### src/rtl/basic_cpu.sv
// 4-bit microcoded accumulator CPU: three-step sequencer (add F1, unary op F2, logic merge F3).
// Optional macro BASIC_CPU_SAT_EN makes the S0 add saturate at 4'hF instead of wrapping.
module basic_cpu #(
  parameter logic [3:0] RESET_VAL = 4'h0
) (
  input  logic       clk,
  input  logic       reset,
  input  logic [8:0] n,
  output logic [3:0] out
);

  typedef enum logic [1:0] {
    S0   = 2'd0,
    S1   = 2'd1,
    S2   = 2'd2,
    SBAD = 2'd3
  } step_t;

  step_t      step_r;
  step_t      step_nxt_s;
  logic [3:0] acc_r;
  logic [3:0] acc_nxt_s;
  logic [3:0] f1_s;
  logic [2:0] f2_s;
  logic [1:0] f3_s;

  assign f1_s = n[8:5];
  assign f2_s = n[4:2];
  assign f3_s = n[1:0];

  function automatic logic [3:0] add_f1(input logic [3:0] acc, input logic [3:0] f1);
    logic [3:0] res;
`ifdef BASIC_CPU_SAT_EN
    logic [4:0] sum;
    sum = {1'b0, acc} + {1'b0, f1};
    if (sum[4]) begin
      res = 4'hF;
    end else begin
      res = sum[3:0];
    end
`else
    res = acc + f1;
`endif
    return res;
  endfunction

  function automatic logic [3:0] unary_op(input logic [3:0] acc, input logic [2:0] op);
    logic [3:0] res;
    case (op)
      3'b000:  res = acc;
      3'b001:  res = acc + 4'd1;
      3'b010:  res = acc - 4'd1;
      3'b011:  res = ~acc;
      3'b100:  res = {acc[2:0], 1'b0};
      3'b101:  res = {1'b0, acc[3:1]};
      3'b110:  res = {acc[2:0], acc[3]};
      3'b111:  res = 4'h0;
      default: res = acc;
    endcase
    return res;
  endfunction

  function automatic logic [3:0] merge_op(input logic [3:0] acc, input logic [3:0] f1,
                                          input logic [1:0] op);
    logic [3:0] res;
    case (op)
      2'b00:   res = acc;
      2'b01:   res = acc ^ f1;
      2'b10:   res = acc & f1;
      2'b11:   res = acc | f1;
      default: res = acc;
    endcase
    return res;
  endfunction

  // Execute the current step and pick the next one; the upset code 3 recovers to S0.
  always_comb begin
    acc_nxt_s  = acc_r;
    step_nxt_s = S0;
    case (step_r)
      S0: begin
        acc_nxt_s  = add_f1(acc_r, f1_s);
        step_nxt_s = S1;
      end
      S1: begin
        acc_nxt_s  = unary_op(acc_r, f2_s);
        step_nxt_s = S2;
      end
      S2: begin
        acc_nxt_s  = merge_op(acc_r, f1_s, f3_s);
        step_nxt_s = S0;
      end
      default: begin
        acc_nxt_s  = acc_r;
        step_nxt_s = S0;
      end
    endcase
  end

  // Step and accumulator registers.
  always_ff @(posedge clk or negedge reset) begin
    if (!reset) begin
      step_r <= S0;
      acc_r  <= RESET_VAL;
    end else begin
      step_r <= step_nxt_s;
      acc_r  <= acc_nxt_s;
    end
  end

  assign out = acc_r;

endmodule

### config.mk
export PLATFORM = sky130hd
export DESIGN_NAME = basic_cpu
export DESIGN_NICKNAME = d
export VERILOG_FILES = /design/src/rtl/basic_cpu.sv
export SDC_FILE = /design/constraint.sdc
export NUM_CORES = 1
export LEC_CHECK = 0
export ABC_CLOCK_PERIOD_IN_PS = 1950
export CAP_MARGIN = 0
export CELL_PAD_IN_SITES_DETAIL_PLACEMENT = 0
export CELL_PAD_IN_SITES_GLOBAL_PLACEMENT = 2
export CORE_AREA = 2 2 62 58
export CTS_CLUSTER_DIAMETER = 200
export CTS_CLUSTER_SIZE = 20
export DETAILED_ROUTE_END_ITERATION = 10
export DIE_AREA = 0 0 64 60
export GPL_TIMING_DRIVEN = 0
export PLACE_DENSITY_LB_ADDON = 0.12
export SETUP_SLACK_MARGIN = 0.1
export SLEW_MARGIN = 20
export SYNTH_ARGS = -nofsm -noshare
export SYNTH_HDL_FRONTEND = slang
export SYNTH_SLANG_ARGS = --single-unit
### constraint.sdc
create_clock -name clk -period 1.95 [get_ports clk]
set_clock_uncertainty 0.15 [all_clocks]
set_input_delay 0.195 -clock clk [delete_from_list [all_inputs] [get_ports clk]]
set_output_delay 0.195 -clock clk [all_outputs]
set_load 0.05 [all_outputs]
* Word level (Yosys, flattened, before mapping) *
Cells that the tools add are included.
W data, S select, Z words.

storage, ports and cells
  word-level logic and storage cells = 32
  input port bits = 11
  output and inout port bits = 4
  flip-flop bits (word level) = 6

operators by class
  mux-type cells = 4
  eq/ne operators = 14
  reductions and logical operators = 5
  bitwise logic cells = 4
  add/subtract/negate cells = 3

operator list
  cell                   number
  $pmux W4 S7            1
  $pmux W4 S3            2
  $eq A3 B3 Y1 const B   4
  $eq A2 B2 Y1 const B   3
  $eq A3 B2 Y1 const B   2
  $add A4 B1 Y4 const B  1
  $add A4 B4 Y4          1
  $and A4 B4 Y4          1
  $eq A2 B1 Y1 const B   2
  $logic_not A2 Y1       2
  $ne A2 B2 Y1 const B   2
  $not A4 Y4             1
  $or A4 B4 Y4           1
  $pmux W2 S2            1
  $sub A4 B1 Y4 const B  1
  $xor A4 B4 Y4          1
  $eq A3 B1 Y1 const B   1
  $logic_not A3 Y1       1
  $reduce_and A3 Y1      1
  $reduce_bool A3 Y1     1

* Depth between registers and ports, before layout *
  depth after elaboration = 3
  gate-level depth with buffers = 10
  gate-level depth less buffers = 9

* Worst setup path after synthesis *
Ideal clock, no wire load.

  path kind = reg-to-reg
  from = register acc_r[1], in the netlist out[1]
  to = register acc_r[2], in the netlist out[2]
  data arrival time = 2.068 ns
  path slack = -0.396 ns
  period minus slack after synthesis = 2.346 ns
  setup time = 0.128 ns
  stages on the path, launching flop included = 9
  cell sequence = dfrtp_1 > clkbuf_4 > xnor2_1 > ha_1 > o21bai_1 > a2111oi_2 > a21oi_1 > a311oi_1 > o31ai_1

on the way
  longest elaborated chain between the ends = 3
  elaborated cells between the ends (all ways) = 5
  classes of those cells = add/sub (3); mux (2)

RTL lines
  item                                                   RTL line  source
  start, declared                                        21        logic [3:0] acc_r;
  start signal, assigned                                 107       acc_r <= acc_nxt_s;
  $sub A4 B1 Y4 / $add A4 B1 Y4 (equally long branches)  52, 51
  $pmux W4 S7                                            49        case (op)
  $pmux W4 S3 *                                          80        case (step_r)

Mark *: on every way between the ends. The rest lies on a longest branch, timed or not.
A chain may end at the register's enable or synchronous reset.

* Final worst setup path *
Ends and elaborated chain as after synthesis.

==> out/results.txt <==
Post-Syn Area -> 828 um^2
initial antenna violation count -> 0
FP Rows -> 20
Ys Warns -> 0
largest net degree at the start of global routing -> 11
worst setup path startpoint -> out[1]
Non-Filler Cell Area, Final -> 1220 um^2
critical path peak fanout -> 5
diodes inserted -> 0
worst rel slew slack -> 66.6%
Core ar. -> 3230 um^2
crit path DAT -> 1.90 ns
VDD IR max -> 0.456 mV
hold buffer count at CTS -> 0
share of post-route cells with drive strength above 1 -> 30.3%
Die Y -> 60 um
RSZ-0062 raised after global routing -> yes
nets -> 149
GRT Total Usage -> 13.6%
remaining antenna violation count -> 0
Worst-path clk slew -> 0.05 ns
die area -> 3840 um^2
reg2reg start -> out[1]
grt ovf -> 0
# setup viols final -> 0
final hold viol count -> 0
initial cell density of the core -> 25.7%
required time worst endpoint -> 1.93 ns
CTS Root Buffer Type -> clkbuf_4
Tmin final -> 1.92 ns
max-cap violations -> 0
Power Dens Cells -> 1040 nW/um^2
met1 usage -> 18.5%
H-Tree Depth -> 1
GRT busiest layer -> met2
depth of the worst register-to-register path -> 8
Remaining DRCs -> 0
final cycle utilization of the critical path -> 98.7%
CTS tree -> yes
Worst setup EP type -> flip-flop
I/O Pins -> 15
CP Class -> reg2reg
Synth Net Count -> 127
die width -> 64 um
setup TNS -> 0 ns
IO buf count -> 12
dpl hpwl -> 1780 um
Initial DRC Count -> 20
worst skew pair latency -> 0.25 ns
vias in the first global route -> 807
Sinks on Clock Net -> 6
synthesized flop and latch total -> 6
Slew @ Worst Pin -> 0.500 ns
Mapped Cells -> 102
wire length per cell -> 14.1 um
sequential-to-total area share from yosys stat -> 18.1%
CTS buffer count -> 3
CP startpoint kind -> flip-flop
Synth Flop Type -> dfrtp_1
grt met2 use -> 22.8%
drt via density -> 4.80
M3 GR Usage -> 2.45%
Pre-antenna DRT Iters -> 4
first-pass GRT wire length -> 3970 um
Distinct cells, synth -> 38
Max Slew Vio Count -> 0
Mean Syn Cell Area -> 8.12 um^2
Hold Path Class -> in2async
Leakage -> 0.519 nW
post-synthesis async set-or-reset flop share -> 100%
maximum clock rate -> 520 MHz
routability cong. -> 0.704
placed inst area -> 1070 um^2
via count -> 797
synthesis-to-finish area growth -> 47.7%
Post-synth EDFFs -> 0
status -> completed
CTS max path bufs -> 2
final wirelength -> 2340 um
[area by class of cell]
class | count | area (um^2)
Inverter | 13 | 48.8
Multi-Input combinational cell | 78 | 726
Timing Repair Buffer | 17 | 154
Clock buffer | 3 | 22.5
Tap cell | 44 | 55.1
Sequential cell | 6 | 155
Fill cell | 343 | 2000
Buffer | 5 | 62.6
[cells in the final DEF, fill, tap and decap left out, drive strengths merged]
cell type	instances
fa	1
a311o	1
a22oi	1
clkdlybuf4s50	6
a2bb2oi	1
a21oi	5
xnor2	5
dlygate4sd2	5
nor3	2
nand2	8
nor2b	2
inv	13
dlymetal6s2s	1
a211oi	2
nand3	4
o31ai	2
a21boi	1
o21bai	1
clkbuf	5
a311oi	2
nor2	5
nor3b	1
nand2b	3
mux2	1
buf	8
a22o	2
ha	13
a31oi	1
a21o	1
dfrtp	6
or3	1
a2111oi	1
and3	1
o311ai	1
o22ai	1
o21ai	4
o211ai	4
[flip-flops by register name (all words and copies together), names as in the netlist]
name	count
step_r	2
out	4
[cells by family after synthesis]
logic type | count (synthesis) | synth area share (%)
adders and majority gates | 14 | 22.1
muxes | 1 | 1.36
and+or+nand+nor | 27 | 16.5
AOI/OAI and AO/OA | 31 | 27.2
DFF | 6 | 18.1
xor gates and xnor gates | 5 | 5.29
buffers and inverters | 18 | 9.52
[worst max-delay path, stage by stage (launching register included)]
cell	delay, ns
dfrtp_2	0.42
clkbuf_16	0.17
xnor2_4	0.14
ha_4	0.17
o21bai_4	0.07
a2111oi_4	0.28
a21oi_1	0.07
a311oi_1	0.24
o31ai_1	0.09
[routing by layer]
metal  vias to the layer above  part of all wire, %
met5                         -                    0
met4                         0                 0.68
met3                         2                  2.4
met2                        11                   47
met1                       382                   50
li1                        402                    -
[where the power goes]
group | internal [mW] | leakage, nW | switching (mW)
combinational | 0.431 | 0.439 | 0.477
clock | 0.0701 | 0.0138 | 0.0513
sequential | 0.169 | 0.0665 | 0.0777
[timing repair]
action,4_1_cts,5_1_grt
pin swaps,4,4
hold endpoints to repair,0,0
setup endpoints to repair,6,5
resized for setup,16,8
buffers inserted,3,2
[Yosys cell counts, drive strengths merged, types with 2 or more instances]
cell type / instances / area, um^2
nor2: 5 / 18.8
inv: 13 / 48.8
o211ai: 4 / 30.0
nor2b: 2 / 12.5
nand2: 8 / 30.0
a211oi: 2 / 15.0
o21ai: 4 / 20.0
nor3: 2 / 15.0
dfrtp: 6 / 150
buf: 3 / 17.5
o31ai: 2 / 15.0
a311oi: 2 / 17.5
nand2b: 3 / 18.8
xnor2: 5 / 43.8
a22o: 2 / 17.5
a21oi: 5 / 25.0
clkbuf: 2 / 12.5
ha: 13 / 163
nand3: 4 / 20.0
[through the flow]
stage / utilization [%] / setup WS, ns / power [mW] / hold WS (ns) / std cells
final: 37.9 / 0.0257 / 1.28 / 0.0525 / 166
after global routing: 37.9 / -0.0729 / 1.39 / 0.0755 / 166
after CTS: 36.2 / -0.0378 / 1.26 / 0.0531 / 164
after detailed placement: 33.3 / -0.728 / 1.07 / 0.315 / 158
after global placement: 33.3 / -0.748 / 1.07 / 0.313 / 158
after floorplan: - / -0.105 / 0.843 / -0.251 / 102
[final timing paths]
kind	to	slack, ns
worst max-delay path	out[2]	0.03
worst min-delay path	step_r[0]	0.05
worst max register to register	out[2]	0.03
worst min register to register	out[3]	0.43
max in group asynchronous	out[3]	1.34
min in group clk	out[0]	0.24
(Power assumes the default switching activity.)
